`src/rtl/rgb_pwm_sequencer.sv`:
```
// rgb_pwm_sequencer
// Multi-channel PWM engine driving the SB_RGBA_DRV RGBnPWM inputs. Each
// channel runs in one of four modes (off, static, blink, breathe). New
// settings arrive through a one-deep valid/ready write slot and are applied
// only at a PWM frame boundary, or at once while the engine is disabled.
//
// Ports:
//   hw_clk      system clock
//   rst_n       synchronous active-low reset
//   enable      run engine; low freezes counters and forces pwm_out low
//   prescale    tick divider reload, one PWM tick every prescale+1 clocks
//   cfg_valid   config write request
//   cfg_ready   config slot free
//   cfg_chan    target channel (values >= CHANNELS are accepted and dropped)
//   cfg_mode    00 OFF, 01 STATIC, 10 BLINK, 11 BREATHE
//   cfg_duty    target duty
//   pwm_out     registered PWM drive, bit0 = RGB0PWM
//   frame_tick  one-clock pulse the clock after the PWM counter wraps
//
// Build option:
//   RGB_GAMMA_EN  square-law duty correction, adds one pipeline stage
//                 (pin latency 2 clocks instead of 1)
module rgb_pwm_sequencer #(
  parameter int  CHANNELS       = 3,
  parameter int  PWM_WIDTH      = 8,
  parameter int  PRESCALE_WIDTH = 16,
  parameter int  BLINK_FRAMES   = 64,
  localparam int CHAN_W         = (CHANNELS > 1) ? $clog2(CHANNELS) : 1
) (
  input  logic                      hw_clk,
  input  logic                      rst_n,
  input  logic                      enable,
  input  logic [PRESCALE_WIDTH-1:0] prescale,
  input  logic                      cfg_valid,
  output logic                      cfg_ready,
  input  logic [CHAN_W-1:0]         cfg_chan,
  input  logic [1:0]                cfg_mode,
  input  logic [PWM_WIDTH-1:0]      cfg_duty,
  output logic [CHANNELS-1:0]       pwm_out,
  output logic                      frame_tick
);

  typedef enum logic [1:0] {
    MODE_OFF     = 2'b00,
    MODE_STATIC  = 2'b01,
    MODE_BLINK   = 2'b10,
    MODE_BREATHE = 2'b11
  } mode_e;

  localparam int                BLINK_W    = (BLINK_FRAMES > 1) ? $clog2(BLINK_FRAMES) : 1;
  localparam logic [BLINK_W-1:0] BLINK_LAST = BLINK_W'(BLINK_FRAMES - 1);
  localparam logic [CHAN_W:0]   CHAN_LIMIT = (CHAN_W + 1)'(CHANNELS);

  logic [PRESCALE_WIDTH-1:0] presc_cnt;
  logic [PWM_WIDTH-1:0]      pwm_cnt;
  logic [BLINK_W-1:0]        blink_cnt;
  logic                      blink_phase;

  mode_e                     ch_mode  [CHANNELS];
  logic [PWM_WIDTH-1:0]      ch_duty  [CHANNELS];
  logic [PWM_WIDTH-1:0]      ch_level [CHANNELS];
  logic                      ch_down  [CHANNELS];

  logic                      pend_valid;
  logic [CHAN_W-1:0]         pend_chan;
  mode_e                     pend_mode;
  logic [PWM_WIDTH-1:0]      pend_duty;

  logic                      tick;
  logic                      wrap;
  logic                      accept;
  logic                      commit;
  logic [PWM_WIDTH-1:0]      eff [CHANNELS];
  logic                      frame_tick_q;
  logic [CHANNELS-1:0]       pwm_q;

  assign tick      = enable && (presc_cnt == prescale);
  assign wrap      = tick && (pwm_cnt == '1);
  assign cfg_ready = !pend_valid;
  // Out-of-range channels complete the handshake but never occupy the slot.
  assign accept    = cfg_valid && cfg_ready && ({1'b0, cfg_chan} < CHAN_LIMIT);
  // A disabled engine has no frames to wait for, so commit straight away.
  assign commit    = pend_valid && (wrap || !enable);

  // Timebase: prescaler, frame counter and the shared blink phase all freeze
  // while the engine is disabled.
  always_ff @(posedge hw_clk) begin
    if (!rst_n) begin
      presc_cnt    <= '0;
      pwm_cnt      <= '0;
      blink_cnt    <= '0;
      blink_phase  <= 1'b0;
      frame_tick_q <= 1'b0;
    end else begin
      frame_tick_q <= wrap;
      if (enable) begin
        presc_cnt <= tick ? '0 : presc_cnt + 1'b1;
        if (tick) begin
          pwm_cnt <= pwm_cnt + 1'b1;
        end
        if (wrap) begin
          if (blink_cnt == BLINK_LAST) begin
            blink_cnt   <= '0;
            blink_phase <= ~blink_phase;
          end else begin
            blink_cnt <= blink_cnt + 1'b1;
          end
        end
      end
    end
  end

  // One-deep write slot. Accept and commit never coincide because accept
  // needs the slot empty and commit needs it full.
  always_ff @(posedge hw_clk) begin
    if (!rst_n) begin
      pend_valid <= 1'b0;
      pend_chan  <= '0;
      pend_mode  <= MODE_OFF;
      pend_duty  <= '0;
    end else if (accept) begin
      pend_valid <= 1'b1;
      pend_chan  <= cfg_chan;
      pend_mode  <= mode_e'(cfg_mode);
      pend_duty  <= cfg_duty;
    end else if (commit) begin
      pend_valid <= 1'b0;
    end
  end

  // Per-channel settings. A commit restarts the breathe ramp from zero; on
  // every frame wrap a breathing channel walks one step up to duty and back
  // down to zero.
  always_ff @(posedge hw_clk) begin
    for (int i = 0; i < CHANNELS; i++) begin
      if (!rst_n) begin
        ch_mode[i]  <= MODE_OFF;
        ch_duty[i]  <= '0;
        ch_level[i] <= '0;
        ch_down[i]  <= 1'b0;
      end else if (commit && (pend_chan == CHAN_W'(i))) begin
        ch_mode[i]  <= pend_mode;
        ch_duty[i]  <= pend_duty;
        ch_level[i] <= '0;
        ch_down[i]  <= 1'b0;
      end else if (wrap && (ch_mode[i] == MODE_BREATHE)) begin
        if (ch_duty[i] == '0) begin
          ch_level[i] <= '0;
          ch_down[i]  <= 1'b0;
        end else if (!ch_down[i]) begin
          if (ch_level[i] < ch_duty[i]) begin
            ch_level[i] <= ch_level[i] + 1'b1;
            if ((ch_level[i] + 1'b1) == ch_duty[i]) begin
              ch_down[i] <= 1'b1;
            end
          end else begin
            ch_down[i] <= 1'b1;
          end
        end else begin
          if (ch_level[i] != '0) begin
            ch_level[i] <= ch_level[i] - 1'b1;
            if (ch_level[i] == PWM_WIDTH'(1)) begin
              ch_down[i] <= 1'b0;
            end
          end else begin
            ch_down[i] <= 1'b0;
          end
        end
      end
    end
  end

  // Effective duty seen by the comparator for each channel.
  always_comb begin
    for (int i = 0; i < CHANNELS; i++) begin
      eff[i] = '0;
      case (ch_mode[i])
        MODE_STATIC:  eff[i] = ch_duty[i];
        MODE_BLINK:   eff[i] = blink_phase ? '0 : ch_duty[i];
        MODE_BREATHE: eff[i] = ch_level[i];
        default:      eff[i] = '0;
      endcase
    end
  end

`ifdef RGB_GAMMA_EN
  logic [PWM_WIDTH-1:0] gam_duty [CHANNELS];
  logic [PWM_WIDTH-1:0] cnt_d;
  logic                 en_d;

  // Square-law correction; full scale is kept at full scale so a constant-high
  // channel stays constant high.
  function automatic logic [PWM_WIDTH-1:0] gamma_map(input logic [PWM_WIDTH-1:0] e);
    logic [2*PWM_WIDTH-1:0] sq;
    sq = {{PWM_WIDTH{1'b0}}, e} * {{PWM_WIDTH{1'b0}}, e};
    if (e == '1) begin
      return '1;
    end
    return sq[2*PWM_WIDTH-1:PWM_WIDTH];
  endfunction

  // Corrected duty is registered together with the counter and enable so the
  // comparator sees a consistent snapshot one clock later.
  always_ff @(posedge hw_clk) begin
    if (!rst_n) begin
      cnt_d <= '0;
      en_d  <= 1'b0;
      for (int i = 0; i < CHANNELS; i++) begin
        gam_duty[i] <= '0;
      end
    end else begin
      cnt_d <= pwm_cnt;
      en_d  <= enable;
      for (int i = 0; i < CHANNELS; i++) begin
        gam_duty[i] <= gamma_map(eff[i]);
      end
    end
  end

  always_ff @(posedge hw_clk) begin
    if (!rst_n) begin
      pwm_q <= '0;
    end else begin
      for (int i = 0; i < CHANNELS; i++) begin
        pwm_q[i] <= en_d && ((gam_duty[i] == '1) || (cnt_d < gam_duty[i]));
      end
    end
  end
`else
  // All-ones duty is forced high so full scale has no one-tick gap per frame.
  always_ff @(posedge hw_clk) begin
    if (!rst_n) begin
      pwm_q <= '0;
    end else begin
      for (int i = 0; i < CHANNELS; i++) begin
        pwm_q[i] <= enable && ((eff[i] == '1) || (pwm_cnt < eff[i]));
      end
    end
  end
`endif

  assign pwm_out    = pwm_q;
  assign frame_tick = frame_tick_q;

endmodule

```
`config.mk`:
```
export PLATFORM = sky130hd
export DESIGN_NAME = rgb_pwm_sequencer
export DESIGN_NICKNAME = d
export VERILOG_FILES = /design/src/rtl/rgb_pwm_sequencer.sv
export SDC_FILE = /design/constraint.sdc
export NUM_CORES = 1
export LEC_CHECK = 0
export BUFFER_PORTS_ARGS = -buffer_cell sky130_fd_sc_hd__buf_2
export CELL_PAD_IN_SITES_DETAIL_PLACEMENT = 1
export CELL_PAD_IN_SITES_GLOBAL_PLACEMENT = 2
export CORE_UTILIZATION = 42
export DETAILED_ROUTE_END_ITERATION = 6
export PLACE_DENSITY_LB_ADDON = 0.1
export SETUP_SLACK_MARGIN = 0.1
export SLEW_MARGIN = 25
export SYNTH_ARGS = -nofsm -noshare
export SYNTH_HDL_FRONTEND = slang
export SYNTH_SLANG_ARGS = --single-unit
```
`constraint.sdc`:
```
create_clock -name hw_clk -period 4.93 [get_ports hw_clk]
set_clock_uncertainty 0.1 [all_clocks]
set_input_delay 0.2465 -clock hw_clk [delete_from_list [all_inputs] [get_ports hw_clk]]
set_output_delay 0.2465 -clock hw_clk [all_outputs]
set_load 0.02 [all_outputs]
```
==> results.md, run 1 <==
- The number of antenna violations at the first check in global routing came to 0.
- The starting density of the core is 43.2%.
- Combinational cells account for 12.9% of the total power.
- The largest total area in the synthesized netlist belongs to sky130_fd_sc_hd__edfxtp_1.
- Setup repair after global routing left no endpoint under its margin.
- Once detail routing completed, the nets flagged for antenna violations numbered 0.
- The first global-routing pass estimated 34500 µm of wire.
- The number of flip-flops and latches in the synthesized netlist is 105.
- The wire length reported by the detailed router is 22000 µm.
- By area the synthesized netlist is led by sky130_fd_sc_hd__edfxtp_1 (22%), sky130_fd_sc_hd__dfxtp_1 (13%), sky130_fd_sc_hd__ha_1 (10%).
- The net count of the finished layout is 945.
- The number of enable-type register cells in the synthesized netlist is 56.
- The number of warnings printed during yosys synthesis is 0.
- The source of the worst hold timing path is cfg_mode[1].
- The final antenna diode count is 0.
- The setup fix buffers added after clock tree synthesis is 0.
- Measured against its own limit, the worst slew margin works out to 45.5%.
- The commonest register cell after synthesis is sky130_fd_sc_hd__edfxtp_1.
- The clock network burns 35.9% of the power.
- The number of global-route vias before repair came to 6623.
- The post-synthesis cell area is 7520 µm².
- The worst flop-to-flop path endpoint is ch_level[0][3].
- The average wire per cell in the routed design is 20.3 µm.
- The maximum root-to-sink buffer count is 2.
- The end of the worst hold path is pend_mode[1].
- Power comes to 2.01 mW.
- The async set or reset register ratio after synthesis is 0%.
- At the pin with the least slew margin, the transition time is 0.814 ns.
- Setup violations remaining at the end of the flow were counted as 0.
- The first-iteration detailed-routing DRC count is 301.
- The die is 136 µm tall.
- The clock tree from TritonCTS is built.
- For the finished layout, the period the worst path requires is 3.48 ns.
- Summed over all failing endpoints, the final setup total negative slack is 0 ns.
- The worst-skew pair later-pin latency is 0.36 ns.
- The final number of max-transition violations is 0.
- The class of the most critical hold timing path is primary input to flop.
- For this run, the register share of the synthesized area comes to 35.4%.
- Of all nets on the critical path, the largest fanout is 14.
- The floorplan step set the die width to 136 µm.
- The max-capacitance violation count is 0.
- The iteration count of the initial detailed-routing pass is 5.
- The mean cell area of the mapped netlist is 8.92 µm².
- For this design the top-level I/O count stands at 37.
- The category of the worst setup path capture point is a flop.
- Summed over all cells, the static leakage comes to 3.07 nW.
- Synthesis handed over a netlist of 843 instances.
- Across all layers, the routed design uses 6378 vias.
- Data on the critical path is required at its endpoint by 5.03 ns.
- The congestion estimate from routability-driven global placement came to 0.855.
- The cell count of the worst hold path is 3.
- Data on the critical path arrives at its endpoint at 3.57 ns.
- The post-detailed-placement half-perimeter wirelength is 16600 µm.
- Clock tree synthesis selected as its root buffer the cell sky130_fd_sc_hd__clkbuf_16.
- Across the VDD grid, the largest voltage drop is 0.176 mV.
- Internal power comes to 1.43 mW.
- The number of nets in the synthesized netlist is 935.
- The total grt overflow is 0.
- For this design the total switching power over the nets is 0.581 mW.
- The area growth from synthesis to layout is 8.12%.
- Power spread over the standard cell area amounts to 247 nW/µm².
- The power share of the sequential group is 51.3%.
- The flow ran to the end, and the final reports show no timing, DRC or antenna violations.
- TritonCTS created 9 clock buffers.
- Dividing the detail-routed via count by the number of cells gives 5.89.
- Global routing used 24.6% of the available tracks across all layers.
- The count of clock tree sinks is 105.
- CTS built an H-tree with a depth of 3.
- For this run, the top clock speed supported by timing is 288 MHz.
- The startpoint type of the worst setup path is a flop.
- The fraction of the cycle the final worst path needs is 70.5%.
- The origin of the critical flop-to-flop path is pwm_cnt[1].
- The post-route netlist has 8.16% of its cells at a drive strength greater than 1.
- The count of hold buffers inserted by post-cts repair is 0.
- The number of different library cells used by synthesis comes to 62.
- The quantity of I/O buffers inserted on ports is 36.
- The net switching share of the total power is 28.9%.
- After clock tree synthesis, the clock-pin slew on the worst setup and hold paths is 0.08 ns.
- The fraction of post-synthesis cell area in the top cell type by area is 22.4%.
- Measured in cells, the most critical reg-to-reg path has a length of 7.
- The core region is 17400 µm².
- Entering global routing, the biggest net connects 41 pins.
- The number of hold-slack violations in the final timing report is 0.
- After clock tree synthesis, the repair step resized 0 gates.
- The number of remaining DRC errors is 0.
- The full die area is 18500 µm².
- After floorplanning, the core was divided into 48 placement rows.
- The setup path with the least slack is of type flop to flop.
- The setup check on the worst reg-to-reg path leaves a slack of 1.45 ns.
[power by group through the flow]
stage / registers [mW] / clock network [mW] / logic, mW
6_report: 1.03 / 0.722 / 0.259
5_1_grt: 1.04 / 0.763 / 0.288
3_5_place_dp: 1.05 / 0 / 0.258
3_3_place_gp: 1.05 / 0 / 0.246
4_1_cts: 1.03 / 0.741 / 0.260
2_1_floorplan: 1.00 / 0 / 0.207
[flip-flops by register name, summed over array words and instances (netlist names)]
signal,flops
ch_duty,24
ch_level,24
presc_cnt,16
pend_duty,8
pwm_cnt,8
blink_cnt,6
ch_mode,6
ch_down,3
pwm_out,3
pend_chan,2
pend_mode,2
blink_phase,1
frame_tick,1
pend_valid,1
[stage by stage]
stage	hold slack, ns	util (%)	setup slack, ns	cell area [µm²]	cells
2_1_floorplan	0.316	-	1.85	7520	843
3_3_place_gp	0.363	45.1	1.52	7850	1067
3_5_place_dp	0.385	45.1	1.48	7850	1067
4_1_cts	0.0340	46.7	1.43	8130	1083
5_1_grt	0.0697	46.7	1.23	8130	1083
6_report	0.0424	46.7	1.45	8130	1083
[cell families (layout without fill, tap and decap cells)]
logic type	Yosys count	in the layout	share of synthesized area [%]
AO/OA/AOI/OAI	172	172	15.7
adder cells (fa/ha/maj)	60	60	9.98
AND/OR/NAND/NOR	326	326	23.2
XOR/XNOR	74	74	8.61
multiplexers	20	20	2.74
buffers and inverters	86	101	4.32
flip-flops	105	105	35.4
[final cells by class]
class | instances | area [µm²]
Multi-Input combinational cell | 652 | 4540
Clock inverter | 6 | 43.8
Fill cell | 2055 | 9280
Clock buffer | 10 | 239
Tap cell | 225 | 282
Inverter | 47 | 176
Sequential cell | 105 | 2660
Timing Repair Buffer | 38 | 195
[how the worst max path moves through the flow]
| stage | slack, ns | endpoint | from | cells after the start |
|---|---|---|---|---|
| 2_1_floorplan | 1.85 | ch_level[2][0] | presc_cnt[0] | 7 |
| 3_3_place_gp | 1.52 | ch_level[0][3] | prescale[15] | 8 |
| 3_5_place_dp | 1.48 | ch_level[0][4] | prescale[15] | 7 |
| 4_1_cts | 1.43 | ch_level[0][3] | pwm_cnt[1] | 7 |
| 5_1_grt | 1.23 | ch_level[0][3] | pwm_cnt[1] | 7 |
| 6_report | 1.45 | ch_level[0][3] | pwm_cnt[1] | 7 |
[cell usage in the layout, fill, tap and decap left out, types with 6 or more instances in the layout]
| cell | Yosys | routed |
|---|---|---|
| sky130_fd_sc_hd__a21boi_0 | 9 | 9 |
| sky130_fd_sc_hd__a21oi_1 | 22 | 22 |
| sky130_fd_sc_hd__a22oi_1 | 27 | 27 |
| sky130_fd_sc_hd__and2_1 | 47 | 47 |
| sky130_fd_sc_hd__and3_1 | 14 | 14 |
| sky130_fd_sc_hd__buf_2 | 2 | 36 |
| sky130_fd_sc_hd__clkbuf_16 | 0 | 9 |
| sky130_fd_sc_hd__dfxtp_1 | 49 | 49 |
| sky130_fd_sc_hd__edfxtp_1 | 56 | 56 |
| sky130_fd_sc_hd__ha_1 | 60 | 60 |
| sky130_fd_sc_hd__inv_1 | 47 | 47 |
| sky130_fd_sc_hd__mux2i_1 | 15 | 15 |
| sky130_fd_sc_hd__nand2_1 | 53 | 53 |
| sky130_fd_sc_hd__nand2b_1 | 11 | 11 |
| sky130_fd_sc_hd__nand3_1 | 33 | 33 |
| sky130_fd_sc_hd__nand4_1 | 18 | 18 |
| sky130_fd_sc_hd__nor2_1 | 50 | 50 |
| sky130_fd_sc_hd__nor2b_1 | 28 | 28 |
| sky130_fd_sc_hd__nor3_1 | 26 | 26 |
| sky130_fd_sc_hd__nor4_1 | 12 | 12 |
| sky130_fd_sc_hd__o21a_1 | 13 | 13 |
| sky130_fd_sc_hd__o21ai_0 | 34 | 34 |
| sky130_fd_sc_hd__o22ai_1 | 9 | 9 |
| sky130_fd_sc_hd__or2_2 | 6 | 6 |
| sky130_fd_sc_hd__or3_1 | 10 | 10 |
| sky130_fd_sc_hd__or4_1 | 9 | 9 |
| sky130_fd_sc_hd__xnor2_1 | 45 | 45 |
| sky130_fd_sc_hd__xor2_1 | 29 | 29 |
[worst max-delay path: stages (launching register included)]
cell and delay (ns):
sky130_fd_sc_hd__dfxtp_1 0.47, sky130_fd_sc_hd__ha_1 0.26, sky130_fd_sc_hd__nand3_1 0.11, sky130_fd_sc_hd__nor2_1 0.26, sky130_fd_sc_hd__nand4_1 0.68, sky130_fd_sc_hd__or4_4 0.88
sky130_fd_sc_hd__or4_1 0.43, sky130_fd_sc_hd__o2111ai_1 0.11
[cells in the mapped netlist (5+ instances only)]
cell,count
sky130_fd_sc_hd__o211ai_1,5
sky130_fd_sc_hd__nor3_1,26
sky130_fd_sc_hd__or2_2,6
sky130_fd_sc_hd__or3_1,10
sky130_fd_sc_hd__nor2_1,50
sky130_fd_sc_hd__o21ai_0,34
sky130_fd_sc_hd__or4_1,9
sky130_fd_sc_hd__a22oi_1,27
sky130_fd_sc_hd__a211oi_1,5
sky130_fd_sc_hd__ha_1,60
sky130_fd_sc_hd__dfxtp_1,49
sky130_fd_sc_hd__a21boi_0,9
sky130_fd_sc_hd__xor2_1,29
sky130_fd_sc_hd__and2_1,47
sky130_fd_sc_hd__a21oi_1,22
sky130_fd_sc_hd__mux2i_1,15
sky130_fd_sc_hd__nand3_1,33
sky130_fd_sc_hd__nand2b_1,11
sky130_fd_sc_hd__o21a_1,13
sky130_fd_sc_hd__clkbuf_1,36
sky130_fd_sc_hd__inv_1,47
sky130_fd_sc_hd__nor4_1,12
sky130_fd_sc_hd__a31oi_1,5
sky130_fd_sc_hd__edfxtp_1,56
sky130_fd_sc_hd__o22ai_1,9
sky130_fd_sc_hd__xnor2_1,45
sky130_fd_sc_hd__nand4_1,18
sky130_fd_sc_hd__nor2b_1,28
sky130_fd_sc_hd__nand2_1,53
sky130_fd_sc_hd__and3_1,14
sky130_fd_sc_hd__mux2_2,5
[routing by layer]
layer	routed length [µm]	track usage [%]	vias up	share of wire (%)
met5	0	0	-	0
met1	10200	31.0	3128	46
met3	627	3.13	42	2.8
met2	10500	41.8	125	48
li1	-	-	3083	-
met4	657	11.1	0	3.0
Power figures use the tool's default switching activity.
==> inputs of run 2 (changes only) <==
- CORE_UTILIZATION: 42 -> 39
- clock period: 4.93 -> 3.6 ns (I/O delays scaled with it)
==> run 2 against run 1 <==
Effect of this change: final area is 2.5% higher; worst setup slack worse by 0.88 ns; die area is 7.6% higher; fmax is 15% higher; combinational power is 50% higher; critical endpoint is now ch_level[0][5]; highest routed layer unchanged.
==> results.md, run 2 (synthesized netlist as in run 1, its figures left out) <==
- The H-tree depth is 3 (unchanged).
- The count of clock tree sinks is 105 (unchanged).
- The critical path required time is 3.61 ns (-1.42 ns).
- The origin of the critical flop-to-flop path is ch_level[0][1].
- The count of hold buffers inserted by post-cts repair is 9 (+9).
- The most repeated library cell on the critical path is sky130_fd_sc_hd__o21a_1.
- The maximum root-to-sink buffer count was 2 (unchanged).
- The share of the core filled with cells in the final layout was 44.3% (-2.4 points).
- The total grt overflow is 0 (unchanged).
- The setup fix buffers added after clock tree synthesis was 0 (unchanged).
- The maximum cell stage delay along the critical path is 0.58 ns (-0.30 ns).
- The net count reported at finish came to 963 (+1.9%).
- Among cell families on the critical path, the largest total delay comes from compound AO/OA/AOI/OAI gates.
- The number of cells after detailed placement is 1111 (+4.1%).
- The number of global-route vias before repair is 6779 (+2.4%).
- The slew at the pin closest to its max-slew limit is 0.745 ns (-0.0690 ns).
- The full die area is 19900 µm² (+7.6%).
- The largest registers in the layout are ch_duty: 24 flops, ch_level: 24 flops, presc_cnt: 16 flops.
- The number of top-level pins was 37 (unchanged).
- In the layout the commonest cells are sky130_fd_sc_hd__ha_1 (60), sky130_fd_sc_hd__edfxtp_1 (56), sky130_fd_sc_hd__nand2_1 (53).
- The critical path startpoint is ch_level[0][1].
- The post-route antenna net violation count is 0 (unchanged).
- The CTS buffer count is 9 (unchanged).
- The clock transition at the register clock pins on the worst setup and hold paths after CTS is 0.07 ns (about the same).
- The max-capacitance violation count is 0 (unchanged).
- The die span in y is 141 µm (+3.7%).
- The number of endpoints failing setup at the final stage is 0 (unchanged).
- The final setup slack of the worst path is 0.572 ns (-0.883 ns).
- The first-iteration detailed-routing DRC count is 262 (-13%).
- The timing-limited maximum frequency was 330 MHz (+15%).
- The average wire per cell in the routed design came to 19.4 µm (-4.7%).
- The starting density of the core was 40.0% (-3.2 points).
- The routed via count divided by cell count was 5.62 (-4.6%).
- The fraction of the cycle the final worst path needs is 84.1% (+14 points).
- The proportion of layout cells with a drive suffix above 1 is 8.79% (+0.63 points).
- Setup repair after global routing left no endpoint under its margin.
- The number of hold-slack violations in the final timing report is 0 (unchanged).
- The final number of max-transition violations is 0 (unchanged).
- The data arrival time of the critical path was 3.04 ns (-0.53 ns).
- The startpoint type of the worst setup path is a flop.
- The worst setup path is of the flop to flop kind.
- The critical path's slowest cell is sky130_fd_sc_hd__a2111oi_0.
- The path class of the tightest hold or removal check is primary input to flop.
- The highest net fanout along the worst path is 12 (-2).
- The run finished with clean final reports.
- The placeable core region was 18800 µm² (+8.1%).
- The worst-skew pair later-pin latency came to 0.36 ns (about the same).
- The final antenna diode count is 0 (unchanged).
- The worst-case setup slack after placement is 0.603 ns (-0.877 ns).
- The worst setup path is captured at a flop.
- Leaving out fill and tap cells, the most frequent cell in the layout is sky130_fd_sc_hd__ha_1.
- The wire length of the first global-routing pass is 35800 µm (+3.7%).
- The number of remaining DRC errors is 0 (unchanged).
- CTS placed an instance of sky130_fd_sc_hd__clkbuf_16 at the clock tree root.
- The post-detailed-placement half-perimeter wirelength is 17100 µm (+3.0%).
- The area growth from synthesis to layout is 10.8%.
- The non-filler instance count after layout is 1136 (+4.9%).
- The pin count of the biggest net entering global routing is 23 (-44%).
- The sum of buffers and inverters on the critical path is 0 (unchanged).
- The floorplan row count is 50 (+4.2%).
- The total non-filler cell area in the finished layout is 8330 µm² (+2.5%).
- The wire length reported by the detailed router came to 22000 µm (about the same).
- The cell area after placement came to 7960 µm² (+1.4%).
- The critical path goes through ha_1 -> nor2b_1 -> o31ai_1 -> a2111oi_0 -> o21a_1 -> or3_1 -> o221ai_1 -> o21a_1.
- The power per cell area is 328 nW/µm² (+33%).
- The time the worst path needs with I/O delays and setup is 3.03 ns (-0.447 ns).
- The placer's final routability congestion estimate is 0.835 (-2.3%).
- The total number of vias is 6381 (+0.047%).
- The iteration count of the initial detailed-routing pass is 4 (-1).
- The final total negative setup slack is 0 ns (unchanged).
- The number of antenna violations at the first check in global routing is 0 (unchanged).
- The count of instances resized after the clock tree is built was 0 (unchanged).
- The quantity of I/O buffers inserted on ports was 36 (unchanged).
- The largest vdd supply drop was 0.276 mV (+57%).
- The static leakage was 3.14 nW (+2.5%).
- The worst slew margin relative to its limit was 50.3% (+4.8 points).
- TritonCTS built the clock tree.
- The combined global-route utilization of all metal layers is 23.3% (-1.3 points).
- In this run the most critical hold path is launched from cfg_chan[0].
- The overall die width is 141 µm (+3.7%).
run 2: cell count changes in the layout (fill, tap and decap cells not counted), sizes merged:
cell and delta:
buf +9, clkinv +2, dlygate4sd3 +9, inv -2
run 2: layout make-up:
type / count / area (µm²)
clock buffers: 10 / 229
clock inverters: 6 / 52.6
fillers: 2213 / 10500
inverters: 47 / 176
multi-input cells: 652 / 4540
flip-flops and latches: 105 / 2660
well taps: 260 / 325
repair buffers: 56 / 353
run 2: final timing paths:
kind                            slack (ns)             end  cells past startpoint
worst max-delay path                  0.57  ch_level[0][5]                      8
worst min-delay path                  0.02    pend_chan[0]                      3
worst max register to register        0.57  ch_level[0][5]                      8
worst min register to register        0.39    blink_cnt[1]                      2
run 2: worst register-to-register path: stages (launching register included):
cell and delay [ns]:
sky130_fd_sc_hd__edfxtp_1 0.56, sky130_fd_sc_hd__ha_1 0.37, sky130_fd_sc_hd__nor2b_1 0.13, sky130_fd_sc_hd__o31ai_1 0.08, sky130_fd_sc_hd__a2111oi_0 0.58, sky130_fd_sc_hd__o21a_1 0.24, sky130_fd_sc_hd__or3_1 0.40, sky130_fd_sc_hd__o221ai_1 0.20
sky130_fd_sc_hd__o21a_1 0.14
run 2: per-layer routing:
metal | wire [µm] | vias to the layer above | global-route usage (%)
li1 | - | 3116 | -
met1 | 10000 | 3126 | 29.6
met2 | 10700 | 110 | 40.2
met3 | 849 | 29 | 3.57
met4 | 494 | 0 | 8.01
met5 | 0 | - | 0
run 2: through the flow:
step | hold slack [ns] | power, mW
2_1_floorplan | 0.250 | 1.65
3_3_place_gp | 0.334 | 1.78
3_5_place_dp | 0.349 | 1.80
4_1_cts | 0.00236 | 2.77
5_1_grt | 0.0222 | 2.85
6_report | 0.0194 | 2.73
run 2: where the power goes:
| group | internal (mW) | switching, mW | total [mW] |
|---|---|---|---|
| Sequential | 1.31 | 0.0849 | 1.39 |
| Clock | 0.482 | 0.470 | 0.952 |
| Combinational | 0.170 | 0.219 | 0.388 |
==> inputs of run 3 (changes only) <==
- CORE_UTILIZATION: 39 -> 36
- clock period: 3.6 -> 2.72 ns (I/O delays scaled with it)
==> run 3 against run 2 <==
Effect of this change: core utilization increased by 2.1 points; via count increased by 7.2%; sequential share of layout area decreased by 3.6 points; final area increased by 13%; sequential cell count unchanged; non-clock buffer count increased by 103; global-route usage decreased by 0.056 points; worst hold slack improved by 0.0081 ns; worst setup slack got worse by 0.52 ns; count of clock-buffer cells in the layout decreased by 1; critical path type unchanged; highest routed layer unchanged.
==> results.md, run 3 (synthesized netlist as in run 1, its figures left out) <==
- The wire length reported by the detailed router came to 24800 µm (+12%).
- The power per cell area is 402 nW/µm² (+23%).
- The number of cells after detailed placement came to 1201 (+8.1%).
- The floorplan row count came to 52 (+4.0%).
- The total number of vias is 6838 (+7.2%).
- The final setup slack of the worst path was 0.0501 ns (-0.522 ns).
- The source of the worst hold timing path is rst_n.
- The iteration count of the initial detailed-routing pass is 5 (+1).
- The commonest non-fill, non-tap cell in the layout is sky130_fd_sc_hd__buf_4.
- The net switching power of the design is 1.13 mW (+46%).
- The time the worst path needs with I/O delays and setup is 2.67 ns (-0.358 ns).
- Setup repair after global routing could not meet its margin everywhere.
- The number of top-level pins is 37 (unchanged).
- In this run the worst hold path is classified as primary input to flop.
- The total non-filler cell area in the finished layout is 9440 µm² (+13%).
- The final total negative setup slack is 0 ns (unchanged).
- The static leakage came to 3.79 nW (+21%).
- The die span in y is 147 µm (+4.0%).
- The worst register-to-register path begins at presc_cnt[13].
- STA classifies the critical path startpoint as a flop.
- The largest registers in the layout are ch_duty: 24 flops, ch_level: 24 flops, presc_cnt: 16 flops.
- The number of antenna violations at the first check in global routing is 0 (unchanged).
- The clock share of power is 35.1% (+0.3 points).
- The net count reported at finish is 1067 (+11%).
- The highest net fanout along the worst path was 4 (-8).
- The cell area after placement is 8610 µm² (+8.1%).
- The first-iteration detailed-routing DRC count is 331 (+26%).
- TritonCTS built the clock tree.
- The timing-limited maximum frequency came to 375 MHz (+13%).
- The starting density of the core was 36.9% (-3.0 points).
- The count of clock tree sinks is 105 (unchanged).
- The post-route antenna net violation count is 0 (unchanged).
- Relative to the synthesized area, the layout overhead comes to 25.5%.
- The multi-input combinational cell area came to 4770 µm² (+5.2%).
- The share of the core filled with cells in the final layout is 46.4% (+2.1 points).
- The minimum setup slack among reg-to-reg paths came to 0.05 ns (-0.52 ns).
- The number of global-route vias before repair was 7314 (+7.9%).
- The total power consumption of the routed design is 3.79 mW (+39%).
- The final-layout fill cell count is 2367 (+7.0%).
- The clock transition at the register clock pins on the worst setup and hold paths after CTS is 0.09 ns (+0.02 ns).
- The CTS buffer count came to 9 (unchanged).
- The combined global-route utilization of all metal layers is 23.2% (-0.056 points).
- The post-detailed-placement half-perimeter wirelength is 19000 µm (+11%).
- In the layout the commonest cells are sky130_fd_sc_hd__buf_4 (100), sky130_fd_sc_hd__ha_1 (60), sky130_fd_sc_hd__edfxtp_1 (56).
- The total grt overflow is 0 (unchanged).
- The number of remaining DRC errors is 0 (unchanged).
- The wire length of the first global-routing pass is 38900 µm (+8.6%).
- The power share of the sequential group is 47.5% (-3.5 points).
- The number of hold-slack violations in the final timing report was 0 (unchanged).
- The slew at the pin closest to its max-slew limit is 0.713 ns (-0.0323 ns).
- The pin count of the biggest net entering global routing is 31 (+35%).
- The number of endpoints failing setup at the final stage is 0 (unchanged).
- The final antenna diode count was 0 (unchanged).
- The run finished with clean final reports.
- The proportion of layout cells with a drive suffix above 1 was 23.1% (+14 points).
- The worst setup path is captured at a flop.
- The critical path is of the flop to flop type.
- The most critical setup path has its startpoint at presc_cnt[13].
- The CTS root buffer is sky130_fd_sc_hd__clkbuf_16.
- The placeable core region is 20400 µm² (+8.1%).
- The final number of max-transition violations came to 0 (unchanged).
- The max-capacitance violation count is 0 (unchanged).
- The average wire per cell in the routed design is 19.8 µm (+2.2%).
- The fraction of the cycle the final worst path needs was 98.2% (+14 points).
- The routed via count divided by cell count came to 5.47 (-2.6%).
- The critical path required time is 2.84 ns (-0.77 ns).
- The full die area is 21500 µm² (+8.2%).
- The non-filler instance count after layout is 1250 (+10%).
- The worst-case setup slack after placement is -0.186 ns (-0.788 ns).
- The internal power summed over all cells is 2.67 mW (+36%).
- The largest vdd supply drop came to 0.329 mV (+19%).
- The hold slack is 0.0276 ns (+0.00814 ns).
- The proportion of power drawn by combinational gates came to 17.4% (+3.2 points).
- The quantity of I/O buffers inserted on ports came to 36 (unchanged).
- The overall die width is 147 µm (+4.0%).
- The maximum root-to-sink buffer count is 2 (unchanged).
- The sequential cell area is 2680 µm² (+0.52%).
- The net switching share of the total power is 29.7% (+1.4 points).
- The placer's final routability congestion estimate is 0.854 (+2.3%).
- The data arrival time of the critical path came to 2.79 ns (-0.25 ns).
- The H-tree depth is 3 (unchanged).
- The worst slew margin relative to its limit is 52.5% (+2.2 points).
- The worst-skew pair later-pin latency is 0.37 ns (about the same).
-- run 3: area by class of cell --
class	instances	area share [%]
clock buffer	9	2.39
timing repair buffer	159	12.6
multi-input combinational	653	50.5
inverter	47	1.87
tap	270	3.58
clock inverter	7	0.649
sequential	105	28.3
-- run 3: routing by layer --
layer	vias up	track usage (%)	share of wire [%]
met3	29	2.09	2.1
met1	3363	30.2	46
li1	3334	-	-
met2	112	40.0	50
met4	0	8.39	1.8
met5	-	0	0
-- run 3: power groups by stage --
| stage | clock network, mW | registers, mW | logic, mW |
|---|---|---|---|
| 6_report | 1.33 | 1.80 | 0.660 |
| 5_1_grt | 1.43 | 1.81 | 0.723 |
| 4_1_cts | 1.36 | 1.80 | 0.627 |
| 3_5_place_dp | 0 | 1.84 | 0.600 |
| 3_3_place_gp | 0 | 1.84 | 0.578 |
| 2_1_floorplan | 0 | 1.81 | 0.376 |
-- run 3: repair_timing --
action	in CTS	in global routing
gates cloned	0	2
setup buffers	10	10
hold buffers	12	0
setup endpoints to repair	39	69
hold endpoints to repair	12	0
pin swaps	15	13
gates resized for setup	17	50
-- run 3: final timing paths --
| kind | cells after the start | to |
|---|---|---|
| setup reg to reg | 9 | ch_level[0][3] |
| hold / removal | 2 | blink_phase |
| setup / recovery | 9 | ch_level[0][3] |
| hold reg to reg | 2 | ch_down[2] |
-- run 3: worst max-delay path, stage by stage (launching register included) --
cell,delay [ns]
sky130_fd_sc_hd__dfxtp_4,0.36
sky130_fd_sc_hd__xnor2_2,0.12
sky130_fd_sc_hd__nand4_1,0.22
sky130_fd_sc_hd__nor4_4,0.34
sky130_fd_sc_hd__nand4_1,0.18
sky130_fd_sc_hd__buf_6,0.17
sky130_fd_sc_hd__or4_4,0.45
sky130_fd_sc_hd__buf_6,0.14
sky130_fd_sc_hd__or3_1,0.35
sky130_fd_sc_hd__o2111ai_2,0.09
